--- config.mk ---
export PLATFORM = sky130hd
export DESIGN_NAME = alu_multicycle
export DESIGN_NICKNAME = d
export VERILOG_FILES = /design/src/rtl/alu_multicycle.sv
export SDC_FILE = /design/constraint.sdc
export NUM_CORES = 1
export LEC_CHECK = 0
export CORE_ASPECT_RATIO = 0.8
export CORE_MARGIN = 2
export CORE_UTILIZATION = 24
export DETAILED_ROUTE_END_ITERATION = 10
export GPL_TIMING_DRIVEN = 0
export MAX_ROUTING_LAYER = met4
export PLACE_DENSITY_LB_ADDON = 0.1
export SYNTH_ARGS = -nofsm -noshare
export SYNTH_HDL_FRONTEND = slang
export SYNTH_SLANG_ARGS = --single-unit
--- constraint.sdc ---
create_clock -name clk -period 7.2 [get_ports clk]
set_input_delay 0.72 -clock clk [delete_from_list [all_inputs] [get_ports clk]]
set_output_delay 0.72 -clock clk [all_outputs]
set_load 0.005 [all_outputs]
--- src/rtl/alu_multicycle.sv ---
// Registered funct-coded ALU with iterative shift-add MULTU into HI/LO.
// Single-cycle ops complete with a one-cycle done pulse; MULTU holds busy for WIDTH cycles.
module alu_multicycle #(
  parameter  int WIDTH = 32,
  localparam int SHW   = $clog2(WIDTH)
) (
  input  logic             clk,
  input  logic             reset,
  input  logic             start,
  input  logic [5:0]       Signal,
  input  logic [WIDTH-1:0] dataA,
  input  logic [WIDTH-1:0] dataB,
  output logic [WIDTH-1:0] dataOut,
  output logic             zero,
  output logic             overflow,
  output logic             busy,
  output logic             done
);

  localparam int CW = SHW + 1;

  localparam logic [5:0] F_AND  = 6'd36;
  localparam logic [5:0] F_OR   = 6'd37;
  localparam logic [5:0] F_ADD  = 6'd32;
  localparam logic [5:0] F_SUB  = 6'd34;
  localparam logic [5:0] F_SLT  = 6'd42;
  localparam logic [5:0] F_SRL  = 6'd2;
  localparam logic [5:0] F_MULT = 6'd25;
  localparam logic [5:0] F_MFHI = 6'd16;
  localparam logic [5:0] F_MFLO = 6'd18;

  typedef enum logic {IDLE, MUL} state_t;

  state_t state, state_n;

  logic [WIDTH-1:0]   hi, hi_n, lo, lo_n;
  logic [WIDTH-1:0]   mcand, mcand_n, mplier, mplier_n;
  logic [2*WIDTH-1:0] acc, acc_n;
  logic [CW-1:0]      count, count_n;
  logic [WIDTH-1:0]   out_n;
  logic               zero_n, ovf_n, busy_n, done_n;

  logic [WIDTH-1:0]   sum, dif, res;
  logic [WIDTH:0]     sdif, upper;
  logic [2*WIDTH-1:0] acc_step;
  logic               ovf_op;

  assign sum  = dataA + dataB;
  assign dif  = dataA - dataB;
  // One extra bit keeps the signed compare right even when a-b overflows
  assign sdif = {dataA[WIDTH-1], dataA} - {dataB[WIDTH-1], dataB};

  assign upper    = {1'b0, acc[2*WIDTH-1:WIDTH]}
                  + {1'b0, (mplier[0] ? mcand : '0)};
  assign acc_step = {upper, acc[WIDTH-1:1]};

  always_comb begin
    res    = '0;
    ovf_op = 1'b0;
    case (Signal)
      F_AND:  res = dataA & dataB;
      F_OR:   res = dataA | dataB;
      F_ADD: begin
        res    = sum;
        ovf_op = (dataA[WIDTH-1] == dataB[WIDTH-1])
               & (sum[WIDTH-1] != dataA[WIDTH-1]);
      end
      F_SUB: begin
        res    = dif;
        ovf_op = (dataA[WIDTH-1] != dataB[WIDTH-1])
               & (dif[WIDTH-1] != dataA[WIDTH-1]);
      end
      F_SLT:  res = {{(WIDTH-1){1'b0}}, sdif[WIDTH]};
      F_SRL:  res = dataA >> dataB[SHW-1:0];
      F_MFHI: res = hi;
      F_MFLO: res = lo;
      default: res = '0;
    endcase
  end

  always_comb begin
    state_n  = state;
    hi_n     = hi;
    lo_n     = lo;
    mcand_n  = mcand;
    mplier_n = mplier;
    acc_n    = acc;
    count_n  = count;
    out_n    = dataOut;
    zero_n   = zero;
    ovf_n    = overflow;
    done_n   = 1'b0;
    case (state)
      IDLE: begin
        if (start) begin
          if (Signal == F_MULT) begin
            mcand_n  = dataA;
            mplier_n = dataB;
            acc_n    = '0;
            count_n  = CW'(WIDTH);
            state_n  = MUL;
          end else begin
            out_n  = res;
            zero_n = (res == '0);
            ovf_n  = ovf_op;
            done_n = 1'b1;
          end
        end
      end
      MUL: begin
        acc_n    = acc_step;
        mplier_n = mplier >> 1;
        count_n  = count - 1'b1;
        if (count == CW'(1)) begin
          hi_n    = acc_step[2*WIDTH-1:WIDTH];
          lo_n    = acc_step[WIDTH-1:0];
          done_n  = 1'b1;
          state_n = IDLE;
        end
      end
      default: state_n = IDLE;
    endcase
    busy_n = (state_n == MUL);
  end

  always_ff @(posedge clk) begin
    if (reset) begin
      state    <= IDLE;
      hi       <= '0;
      lo       <= '0;
      mcand    <= '0;
      mplier   <= '0;
      acc      <= '0;
      count    <= '0;
      dataOut  <= '0;
      zero     <= 1'b0;
      overflow <= 1'b0;
      busy     <= 1'b0;
      done     <= 1'b0;
    end else begin
      state    <= state_n;
      hi       <= hi_n;
      lo       <= lo_n;
      mcand    <= mcand_n;
      mplier   <= mplier_n;
      acc      <= acc_n;
      count    <= count_n;
      dataOut  <= out_n;
      zero     <= zero_n;
      overflow <= ovf_n;
      busy     <= busy_n;
      done     <= done_n;
    end
  end

endmodule

---- Yosys cells after proc, flatten, opt, wreduce, memory -nomap -nowiden ----
Cells that the tools add are included.
cells by class
  shift operators ......................... 1
  multiplexer cells ....................... 20
  div/mod/pow operators ................... 0
  reduce and logical (&&, ||, !) cells .... 5
  multiply operators ...................... 0
  equal/unequal tests ..................... 16
  bitwise operators ....................... 6
  magnitude comparators ................... 0
  add/sub/neg operators ................... 5
operator list
  operator             count
  $pmux 32 s8          1
  $mux 64              2
  $pmux 64 s2          1
  $mux 32              3
  $pmux 32 s2          1
  $add 32x32->33       1
  $sub 32x32->33       1
  $add 32x32->32       1
  $and 32x32->32       1
  $logic_not 32->1     1
  $or 32x32->32        1
  $shr 32x5->32        1
  $sub 32x32->32       1
  $eq 6x6->1 const B   5
  $eq 6x5->1 const B   3
  $mux 6               2
  $pmux 6 s2           1
  $eq 6x1->1 const B   1
  $eq 6x2->1 const B   1
  $mux 1               6
  $pmux 1 s2           3
  $reduce_and 3->1     2
  $sub 6x1->6 const B  1
  $ne 2x2->1 const B   2
  other kinds (5)      10
storage, ports and cells
  bits in read-only memories .............. 0
  bits in registers ....................... 234
  word-level logic and storage cells ...... 64
  memory bits (writable) .................. 0
  output and inout bits ................... 36
  memories ................................ 0
  latch bits .............................. 0
  bits of input ports ..................... 73

---- Longest topological paths before layout ----
Gate-level depths: netlist (run 1).
  depth after elaboration ................. 4
  gate-level depth with buffers ........... 18
  gate-level depth less buffers ........... 15

---- Worst setup path before layout (run 1) ----
No wires, ideal clock.
  kind .................................... input to register
  from .................................... input port dataB[2]
  to ...................................... register zero
  library setup time ...................... 88 ps
  arrival ................................. 5104 ps
  stages .................................. 18
  required time ........................... 7112 ps
  slack ................................... 2008 ps
  path through ............................ clkbuf_1 buf_2 clkinv_1 clkbuf_1 ha_1 buf_6 o21a_2 a2111oi_4 nor4_1 or3_4 a31oi_1 o21bai_1 a311o_1 a221o_1 a211oi_1 nand4bb_1 or4_1 o32ai_2
between the ends
  word-level cells in the longest chain between the ends .. 3
RTL lines
  item                                    RTL line  source
  start: declaration                      12        input logic [WIDTH-1:0] dataB,
  $sub 32x32->33 (tied with other cells)  51        assign sdif = {dataA[WIDTH-1], dataA} - {dataB[WIDTH-1], dataB};
  $pmux 32 s8 (*)                         60        case (Signal)
  $logic_not 32->1 (*)                    104       zero_n = (res == '0);
  end signal: assignment                  149       zero <= zero_n;
  end: declaration                        14        output logic zero,
Every way passes the cells marked *; elsewhere a longest branch is shown, timed or not.
A chain may end at the register's enable or synchronous reset.

---- Final worst setup path (run 1) ----
Ends and elaborated chain as after synthesis.

==> metrics.csv, run 1 <==
metric,value,unit
final wirelength,97000,um
gpl congestion,1.00,
# setup viols final,0,
hold crit path type,reg -> reg,
top cell type's share of synthesized area,0.259,
status,completed,
first-pass GRT wire length,137000,um
CTS tree,built,
Final ANT Viol Nets,0,
synth top area cells,"dfxtp_1 26%, ha_1 9.5%, a21oi_1 9.1%",
leakage power,8.32,nW
chip height,249,um
Synth async-reset ratio,0,
syn nets,2632,
dpl ws,-0.768,ns
Longest Clk Path Bufs,3,
cell accounting for the most synthesized area,dfxtp_1,
largest net degree at the start of global routing,16,
row cnt,89,
Residual DRC,0,
Tot GR Track Use,0.252,
layout cell share with drive strength beyond 1,0.0563,
critical path launch point type,primary input,
Setup WS post-layout,0.305,ns
area delta synth->final,18.5,%
initial drt markers,2151,
clock root buffer,clkbuf_16,
YS warnings,0,
max_slew headroom,0.103,
Post-Syn Area per Cell,7.44,um2
vias per cell,5.43,
minimum clock period after layout,6.90,ns
met1 usage,0.371,
clock latency on the worst-skew pair,0.62,ns
Register Area,4660,um2
worst vdd ir,173,uV
sequential power share,0.358,
worst-path maximum fanout,11,
Final Hold Viols,0,
TritonCTS Buffers,29,
synth unique cells,95,
Core ar.,73900,um2
Int Pwr,0.00248,W
design area,21300,um2
Initial Util,0.243,
combinational fraction of design power,0.222,
CTS H-Tree Depth,1,
DR pass1 iterations,5,
Die ar.,77200,um2
clock sinks,233,
WP data required,7.73,ns
RSZ-0062 raised after global routing,no,
Power Density,172,nW/um2
I/O Pins,109,
fillers,8183,
setup_tns,0,ns
Synth Instances,2420,
clk_skew,0.0375,ns
"Remaining Overflow, GRT",0,
via count,19400,
P_sw,0.00119,W
Global Route met2 Usage,0.357,
Post-CTS Repair Setup Buffers,0,
mapped cell area,18000,um2
final net count,2771,
highest clock rate,145,MHz
max cap viols,0,
Final Max Slew Viols,0,
DP Area,20300,um2
Avg WL per Cell,27.1,um
grt met3 use,0.0434,
CP Class,in -> reg,
worst path arrival time,7.42,ns
Die Wd,310,um
critical path endpoint category,flop,
Multi-input gate area,12300,um2
Slew @ Worst Pin,1.34,ns
Buffers on Ports,107,
Final HPWL DP,78900,um
number of synthesized flops with an enable pin,0,
clock power share,0.420,
"CTS clk-pin slew, worst paths",0.06,ns
antenna violations before repair,4,
top_reg_cell synth,dfxtp_1,
final worst-path cycle share,0.958,
most crowded layer after global routing,met1,
number of global-route vias before repair,18300,
sw frac,0.323,
sequential fraction of the synthesis area,0.259,
Synth Register Bits,233,
## final timing paths
path,end,start,cells after the start,slack [ns]
worst max-delay path,zero$_SDFFE_PP0P_,dataB[2],19,0.30
worst max register to register,hi[31]$_SDFFE_PP0P_,mplier[0]$_SDFFE_PP0P_,16,2.45
worst min register to register,lo[0]$_SDFFE_PP0P_,acc[1]$_SDFFE_PP0P_,2,0.45
worst min-delay path,lo[0]$_SDFFE_PP0P_,acc[1]$_SDFFE_PP0P_,2,0.45
## kinds of logic after synthesis
logic type,synth area share
muxes,0.0565
adders and majority gates,0.0979
buffers and inverters,0.0601
xor gates and xnor gates,0.0180
DFF,0.259
and+or+nand+nor,0.240
AOI/OAI and AO/OA,0.268
## timing repair
action | in CTS | in global routing
hold buffers | 0 | 0
setup endpoints to repair | 1 | 1
pin swaps | 0 | 0
hold endpoints to repair | 0 | 0
resized for setup | 1 | 6
## cell type report
class | count | area share
Antenna cell | 1 | 0.000117
Buffer | 175 | 0.0331
Clock buffer | 43 | 0.0412
Clock inverter | 6 | 0.00487
Inverter | 100 | 0.0178
Multi-Input combinational cell | 1912 | 0.575
Sequential cell | 233 | 0.219
Tap cell | 1001 | 0.0587
Timing Repair Buffer | 108 | 0.0504
## placed cells by master, fill, tap and decap left out, types with 10 or more instances in the layout
master / synthesis / layout
and2_1: 45 / 45
ha_1: 136 / 136
nand3_1: 53 / 53
o211ai_1: 23 / 23
o21ai_0: 74 / 74
nor2b_1: 22 / 22
clkdlybuf4s50_1: 0 / 107
or2_2: 10 / 10
buf_2: 15 / 15
o22ai_1: 13 / 13
clkbuf_16: 0 / 29
nand2_1: 367 / 367
clkbuf_1: 141 / 144
buf_1: 15 / 15
mux2_2: 10 / 10
and3_1: 66 / 66
xor2_1: 10 / 10
inv_1: 94 / 94
o31ai_1: 16 / 16
nand2b_1: 14 / 14
o21a_1: 12 / 12
nor3_1: 47 / 46
a22oi_1: 19 / 19
nor4_1: 12 / 12
a221o_1: 14 / 14
clkbuf_8: 0 / 10
a211oi_1: 40 / 40
o21bai_1: 12 / 12
a311oi_1: 11 / 11
xnor2_1: 27 / 27
dfxtp_1: 233 / 233
a221oi_1: 12 / 12
mux2i_1: 25 / 25
mux4_2: 28 / 28
a21o_1: 35 / 35
a21oi_1: 326 / 326
nand4_1: 20 / 20
nor2_1: 230 / 230
## cells in the mapped netlist (12+ instances only)
cell type  number
nor4_1         12
nor2_1        230
o31ai_1        16
nand4_1        20
o21ai_0        74
nand2b_1       14
nand2_1       367
a21oi_1       326
clkbuf_1      141
a221o_1        14
nor3_1         47
o22ai_1        13
buf_1          15
a221oi_1       12
mux2i_1        25
mux4_2         28
dfxtp_1       233
buf_2          15
and3_1         66
o21bai_1       12
a21o_1         35
inv_1          94
o21a_1         12
ha_1          136
and2_1         45
a211oi_1       40
nand3_1        53
o211ai_1       23
xnor2_1        27
nor2b_1        22
a22oi_1        19
## per-stage QoR
| step | power [W] | instances | utilization | hold slack, ns |
|---|---|---|---|---|
| floorplan | 0.00177 | 2420 | - | 0.427 |
| global placement | 0.00214 | 3528 | 0.275 | 0.439 |
| detailed placement | 0.00213 | 3528 | 0.275 | 0.444 |
| CTS | 0.00370 | 3577 | 0.288 | 0.436 |
| global route | 0.00381 | 3578 | 0.288 | 0.456 |
| finish | 0.00367 | 3579 | 0.288 | 0.446 |
## per-layer routing
| metal | wire (um) | up-vias | share of wire |
|---|---|---|---|
| met5 | 0 | - | 0 |
| met3 | 6650 | 88 | 0.068 |
| met2 | 40000 | 703 | 0.41 |
| met1 | 48300 | 9666 | 0.50 |
| met4 | 2050 | 0 | 0.021 |
| li1 | - | 8989 | - |
## power by group through the flow
| stage | Clock [W] | Sequential (W) | Combinational [W] |
|---|---|---|---|
| 6_report | 0.00154 | 0.00131 | 0.000814 |
| 3_5_place_dp | 0 | 0.00134 | 0.000790 |
| 4_1_cts | 0.00159 | 0.00131 | 0.000795 |
| 5_1_grt | 0.00163 | 0.00131 | 0.000864 |
| 2_1_floorplan | 0 | 0.00134 | 0.000432 |
| 3_3_place_gp | 0 | 0.00134 | 0.000796 |
## flip-flops by register name, summed over array words and instances (netlist names)
signal    flops
mcand        32
hi           32
done          1
zero          1
acc          63
dataOut      32
state         1
count         6
lo           32
overflow      1
mplier       32
## worst max-delay path, stage by stage
cell	delay [ns]
clkdlybuf4s50_1	0.53
clkbuf_1	0.42
buf_2	0.37
clkinvlp_4	0.35
clkbuf_2	0.46
ha_1	0.42
buf_6	0.14
or2_2	0.28
a211oi_1	0.41
o21ai_1	0.41
o31ai_1	0.59
nor2_1	0.07
o21a_1	0.18
a311oi_1	0.60
nand2_1	0.19
nor4_4	0.31
nand4bb_1	0.15
or4_1	0.54
o32ai_2	0.27
(Power assumes the default switching activity.)
==> run 2, diff against run 1 <==
--- a/config.mk
+++ b/config.mk
@@ -9,7 +9,7 @@
 export CORE_MARGIN = 2
 export CORE_UTILIZATION = 24
 export DETAILED_ROUTE_END_ITERATION = 10
-export GPL_TIMING_DRIVEN = 0
+export GPL_TIMING_DRIVEN = 1
 export MAX_ROUTING_LAYER = met4
 export PLACE_DENSITY_LB_ADDON = 0.1
 export SYNTH_ARGS = -nofsm -noshare
==> run 2 against run 1 <==
Critical path depth down 6. Clock power down 6%. Global-route usage down 2.1 points. Highest routed layer unchanged. Clock skew down 0.018 ns. Critical path type unchanged. Hold slack better by 0.0043 ns. Core utilization down 0.49 points. Largest power group unchanged. Wire length down 8.6%. Register-to-register slack better by 0.11 ns. First-iteration DRC count down 25%.
==> metrics.csv, run 2 (synthesized netlist as in run 1, its figures left out) <==
metric,value,unit,change
gpl congestion,0.981,,-1.8%
leakage power,8.27,nW,-0.61%
highest clock rate,183,MHz,+26%
crit path capture,zero$_SDFFE_PP0P_,,
first-pass GRT wire length,128000,um,-6.3%
I/O Pins,109,,unchanged
final net count,2649,,-4.4%
antenna violations before repair,4,,unchanged
Die Wd,310,um,unchanged
clock power share,0.407,,-0.013
setup_tns,0,ns,unchanged
"CTS clk-pin slew, worst paths",0.06,ns,about the same
sw frac,0.324,,+0.00119
vias per cell,5.39,,-0.78%
area delta synth->final,16.5,%,
Avg WL per Cell,25.6,um,-5.5%
R2R Path Start,mplier[0]$_SDFFE_PP0P_,,
post-cts sizing count,0,,-1
Initial Util,0.243,,unchanged
DR pass1 iterations,6,,+1
# setup viols final,0,,unchanged
worst-path maximum fanout,48,,+37
"setup slack, reg-to-reg",2.56,ns,+0.11 ns
"commonest non-fill, non-tap cell in the layout",nand2_1,,
clock sinks,233,,unchanged
Hold Buf Count CTS,0,,unchanged
Final HPWL DP,67400,um,-15%
Tot GR Track Use,0.231,,-0.0213
Die ar.,77200,um2,unchanged
Power Density,169,nW/um2,-1.9%
layout cell share with drive strength beyond 1,0.0749,,+0.0186
Int Pwr,0.00239,W,-3.7%
CTS tree,built,,
chip height,249,um,unchanged
Core ar.,73900,um2,unchanged
max cap viols,0,,unchanged
Largest register FFs,63,,unchanged
number of global-route vias before repair,18000,,-2.0%
TritonCTS Buffers,29,,unchanged
CTS H-Tree Depth,1,,unchanged
row cnt,89,,unchanged
critical path endpoint category,flop,,
Residual DRC,0,,unchanged
combinational fraction of design power,0.222,,about the same
hold crit path type,reg -> reg,,
Biggest register,acc,,
clk_skew,0.0197,ns,-0.0178 ns
Slew @ Worst Pin,1.32,ns,-0.0143 ns
launch point of the worst hold path,mcand[18]$_SDFFE_PP0P_,,
worst path arrival time,5.99,ns,-1.43 ns
clock latency on the worst-skew pair,0.60,ns,-0.02 ns
fin util,0.284,,-0.00494
critical path launch point type,primary input,,
"Remaining Overflow, GRT",0,,unchanged
max_slew headroom,0.110,,+0.00709
CP Class,in -> reg,,
cells on worst reg2reg path,16,,unchanged
"commonest cells after routing, fill and taps aside","367 x nand2_1, 326 x a21oi_1, 232 x dfxtp_1, 227 x nor2_1, 136 x ha_1",,
worst vdd ir,132,uV,-24%
sequential power share,0.371,,+0.013
Buffers on Ports,108,,+0.93%
status,completed,,
CP startpoint,dataB[0],,
largest net degree at the start of global routing,80,,+64
via count,18700,,-4.0%
WP data required,7.71,ns,-0.02 ns
Final ANT Viol Nets,0,,unchanged
P_sw,0.00115,W,-3.2%
Final Hold Viols,0,,unchanged
FF-to-FF End,hi[30]$_SDFFE_PP0P_,,
minimum clock period after layout,5.48,ns,-1.42 ns
Final Max Slew Viols,0,,unchanged
Post-CTS Repair Setup Buffers,0,,unchanged
Longest Clk Path Bufs,3,,unchanged
final worst-path cycle share,0.761,,-0.197
initial drt markers,1612,,-25%
final wirelength,88700,um,-8.6%
RSZ-0062 raised after global routing,no,,
clock root buffer,clkbuf_16,,
[run 2: cell types whose count changed in the layout (fill, tap and decap cells not counted), moves of 3 or more]
cell,before,now
buf_6,4,0
clkbuf_1,144,8
buf_4,0,53
diode_2,1,4
nor2_1,230,227
buf_2,15,3
buf_1,15,0
clkdlybuf4s50_1,107,104
[run 2: worst min path at each step]
stage,end,slack [ns],cells after the start
after CTS,mcand[18]$_SDFFE_PP0P_,0.45,2
after global routing,mcand[23]$_SDFFE_PP0P_,0.47,2
after floorplan,lo[0]$_SDFFE_PP0P_,0.43,2
after detailed placement,mcand[18]$_SDFFE_PP0P_,0.44,2
after global placement,mcand[19]$_SDFFE_PP0P_,0.44,2
final,mcand[18]$_SDFFE_PP0P_,0.45,2
[run 2: cell type report]
cell class | count | area (um2)
diodes | 4 | 10.0
clock buffers | 44 | 852
clock inverters | 7 | 63.8
fillers | 8211 | 53000
inverters | 100 | 375
multi-input cells | 1912 | 12300
flip-flops and latches | 233 | 4670
well taps | 1001 | 1250
repair buffers | 161 | 1470
[run 2: through the flow]
| step | cell area (um2) | instances | setup slack, ns | hold WS, ns | total power [W] |
|---|---|---|---|---|---|
| 3_5_place_dp | 20000 | 3407 | 1.20 | 0.442 | 0.00211 |
| 3_3_place_gp | 20000 | 3407 | 1.15 | 0.441 | 0.00212 |
| 5_1_grt | 21000 | 3460 | 1.56 | 0.471 | 0.00370 |
| 4_1_cts | 21000 | 3458 | 1.81 | 0.451 | 0.00358 |
| 6_report | 21000 | 3462 | 1.72 | 0.450 | 0.00354 |
| 2_1_floorplan | 18000 | 2420 | 2.01 | 0.427 | 0.00177 |
[run 2: worst max-delay path: stages]
cell       delay [ns]
buf_2            0.24
buf_4            0.65
mux4_2           0.75
mux2_2           0.31
a211oi_1         0.75
o211a_1          0.35
nand4_1          0.14
a2111oi_2        0.40
nand3_1          0.30
nor4_4           0.38
nand4bb_1        0.17
or4_1            0.51
o32ai_2          0.25
[run 2: power groups by stage]
stage	clock network [W]	registers, W	logic, W
3_5_place_dp	0	0.00134	0.000770
6_report	0.00144	0.00131	0.000785
4_1_cts	0.00150	0.00131	0.000774
3_3_place_gp	0	0.00134	0.000778
5_1_grt	0.00155	0.00131	0.000835
2_1_floorplan	0	0.00134	0.000432
[run 2: layer usage]
metal	vias to the layer above	wire, um	part of all wire	track usage
li1	8738	-	-	-
met1	9229	43600	0.49	0.335
met2	594	37700	0.43	0.338
met3	102	4920	0.055	0.0265
met4	0	2460	0.028	0.0552
met5	-	0	0	-
==> run 3, diff against run 2 <==
==> constraint.sdc (replaced) <==
create_clock -name clk -period 5.5 [get_ports clk]
set_input_delay 0.55 -clock clk [delete_from_list [all_inputs] [get_ports clk]]
set_output_delay 0.55 -clock clk [all_outputs]
set_load 0.005 [all_outputs]
==> run 3 against run 2 <==
Setup slack lost 1.2 ns. Hold slack lost 0.0024 ns. Wire length grew 2.2%. Die area is the same. Clock power grew 34%. Sequential power grew 31%. Design area grew 5.1%. Via count grew 2.0%. Sequential share of layout area shrank 1.1 points. Critical endpoint unchanged.
==> metrics.csv, run 3 (synthesized netlist as in run 1, its figures left out) <==
metric,value,unit,change
status,completed,,
Antenna Diode Count,0,,-4
CTS H-Tree Depth,1,,unchanged
post-cts sizing count,0,,unchanged
Avg WL per Cell,25.2,um,-1.5%
layout cell share with drive strength beyond 1,0.122,,+0.0471
dpl ws,0.0350,ns,-1.16 ns
Hold Buf Count CTS,0,,unchanged
"commonest non-fill, non-tap cell in the layout",nand2_1,,
end of the worst hold path,mcand[2]$_SDFFE_PP0P_,,
Final HPWL DP,70200,um,+4.2%
Die Wd,310,um,unchanged
final net count,2784,,+5.1%
"setup slack, reg-to-reg",1.19,ns,-1.37 ns
Final ANT Viol Nets,0,,unchanged
final wirelength,90600,um,+2.2%
max cap viols,0,,unchanged
setup_tns,0,ns,unchanged
Die ar.,77200,um2,unchanged
Core ar.,73900,um2,unchanged
Largest register FFs,63,,unchanged
Post-CTS Repair Setup Buffers,0,,unchanged
antenna violations before repair,1,,-3
worst path arrival time,5.46,ns,-0.53 ns
critical path endpoint category,flop,,
Final Hold Viols,0,,unchanged
cells on worst reg2reg path,15,,-1
Longest Clk Path Bufs,3,,unchanged
Hold WS,0.448,ns,-0.00235 ns
first-pass GRT wire length,131000,um,+2.2%
worst vdd ir,229,uV,+73%
Biggest register,acc,,
FF-to-FF End,acc[61]$_SDFFE_PP0P_,,
Final Max Slew Viols,0,,unchanged
number of global-route vias before repair,18600,,+3.5%
R2R Path Start,mplier[0]$_SDFFE_PP0P_,,
"CTS clk-pin slew, worst paths",0.06,ns,about the same
clock sinks,233,,unchanged
initial drt markers,1643,,+1.9%
CTS tree,built,,
area delta synth->final,22.4,%,
Slew @ Worst Pin,1.32,ns,-0.00261 ns
minimum clock period after layout,4.95,ns,
final worst-path cycle share,0.899,,
vias per cell,5.30,,-1.6%
"Remaining Overflow, GRT",0,,unchanged
hold path depth,2,,unchanged
Register Area,4670,um2,unchanged
leakage power,8.93,nW,+8.0%
gpl congestion,0.982,,+0.12%
max_slew headroom,0.114,,+0.00429
I/O Pins,109,,unchanged
# setup viols final,0,,unchanged
largest net degree at the start of global routing,75,,-6.3%
clock root buffer,clkbuf_16,,
CP Class,in -> reg,,
WP data required,6.01,ns,-1.70 ns
row cnt,89,,unchanged
RSZ-0062 raised after global routing,no,,
clock latency on the worst-skew pair,0.61,ns,about the same
DR pass1 iterations,5,,-1
critical path launch point type,primary input,,
Multi-input gate area,12300,um2,about the same
Tot GR Track Use,0.236,,+0.00462
fillers,8153,,-0.71%
Buffers on Ports,108,,unchanged
Power Density,218,nW/um2,+29%
TritonCTS Buffers,29,,unchanged
launch point of the worst hold path,mcand[2]$_SDFFE_PP0P_,,
"commonest cells after routing, fill and taps aside","367 x nand2_1, 326 x a21oi_1, 232 x dfxtp_1, 227 x nor2_1, 184 x buf_4",,
Setup WS post-layout,0.555,ns,-1.17 ns
clk_skew,0.0208,ns,+0.00111 ns
worst-path maximum fanout,5,,-90%
Tot Pwr,0.00479,W,+35%
via count,19000,,+2.0%
Residual DRC,0,,unchanged
Initial Util,0.243,,unchanged
highest clock rate,202,MHz,
chip height,249,um,unchanged
hold crit path type,reg -> reg,,
[run 3: changes by cell type in the layout (fill, tap and decap cells not counted), sizes merged]
cell and change:
diode -4, clkinvlp -1, inv -1, bufinv +2, clkbuf -2, buf +135
[run 3: metrics by stage]
stage           util  cells  cell area (um2)
2_1_floorplan      -   2420            18000
3_3_place_gp   0.285   3542            21100
3_5_place_dp   0.285   3542            21100
4_1_cts        0.298   3591            22000
5_1_grt        0.298   3591            22000
6_report       0.298   3591            22000
[run 3: critical path: stages]
cell and delay (ns):
clkdlybuf4s50_1 0.74, inv_1 0.14, ha_1 0.34, inv_1 0.08, a2111o_1 0.37, o21ai_1 0.57, nor3_1 0.15, buf_4 0.19
or2_1 0.25, a221o_1 0.35, a221o_1 0.37, nor4_4 0.38, nand4bb_1 0.21, or4_1 0.53, o32ai_2 0.24
[run 3: power by group]
group / internal (W) / total [W] / switching [W]
Sequential: 0.00171 / 0.00172 / 0.0000125
Combinational: 0.000439 / 0.00114 / 0.000700
Clock: 0.00112 / 0.00193 / 0.000818
Total: 0.00326 / 0.00479 / 0.00153
[run 3: routing by layer]
| metal | wire (um) | track usage | vias to the layer above |
|---|---|---|---|
| met4 | 1560 | 0.0388 | 0 |
| met2 | 39000 | 0.351 | 521 |
| met3 | 5500 | 0.0385 | 77 |
| li1 | - | - | 8972 |
| met5 | 0 | - | - |
| met1 | 44500 | 0.336 | 9473 |
[run 3: worst max path at each step]
stage | slack (ns) | from | cells after the start | end
floorplan | 0.48 | dataB[2] | 18 | zero$_SDFFE_PP0P_
detailed placement | 0.04 | dataA[0] | 17 | zero$_SDFFE_PP0P_
finish | 0.55 | dataB[7] | 15 | zero$_SDFFE_PP0P_
global placement | 0.04 | dataA[0] | 17 | zero$_SDFFE_PP0P_
global route | 0.40 | dataA[0] | 17 | zero$_SDFFE_PP0P_
CTS | 0.66 | dataA[0] | 17 | zero$_SDFFE_PP0P_
[run 3: area by class of cell]
type,instances,area share
well taps,1001,0.0569
multi-input cells,1912,0.557
clock buffers,42,0.0370
flip-flops and latches,233,0.212
clock inverters,7,0.00483
inverters,100,0.0170
repair buffers,296,0.115
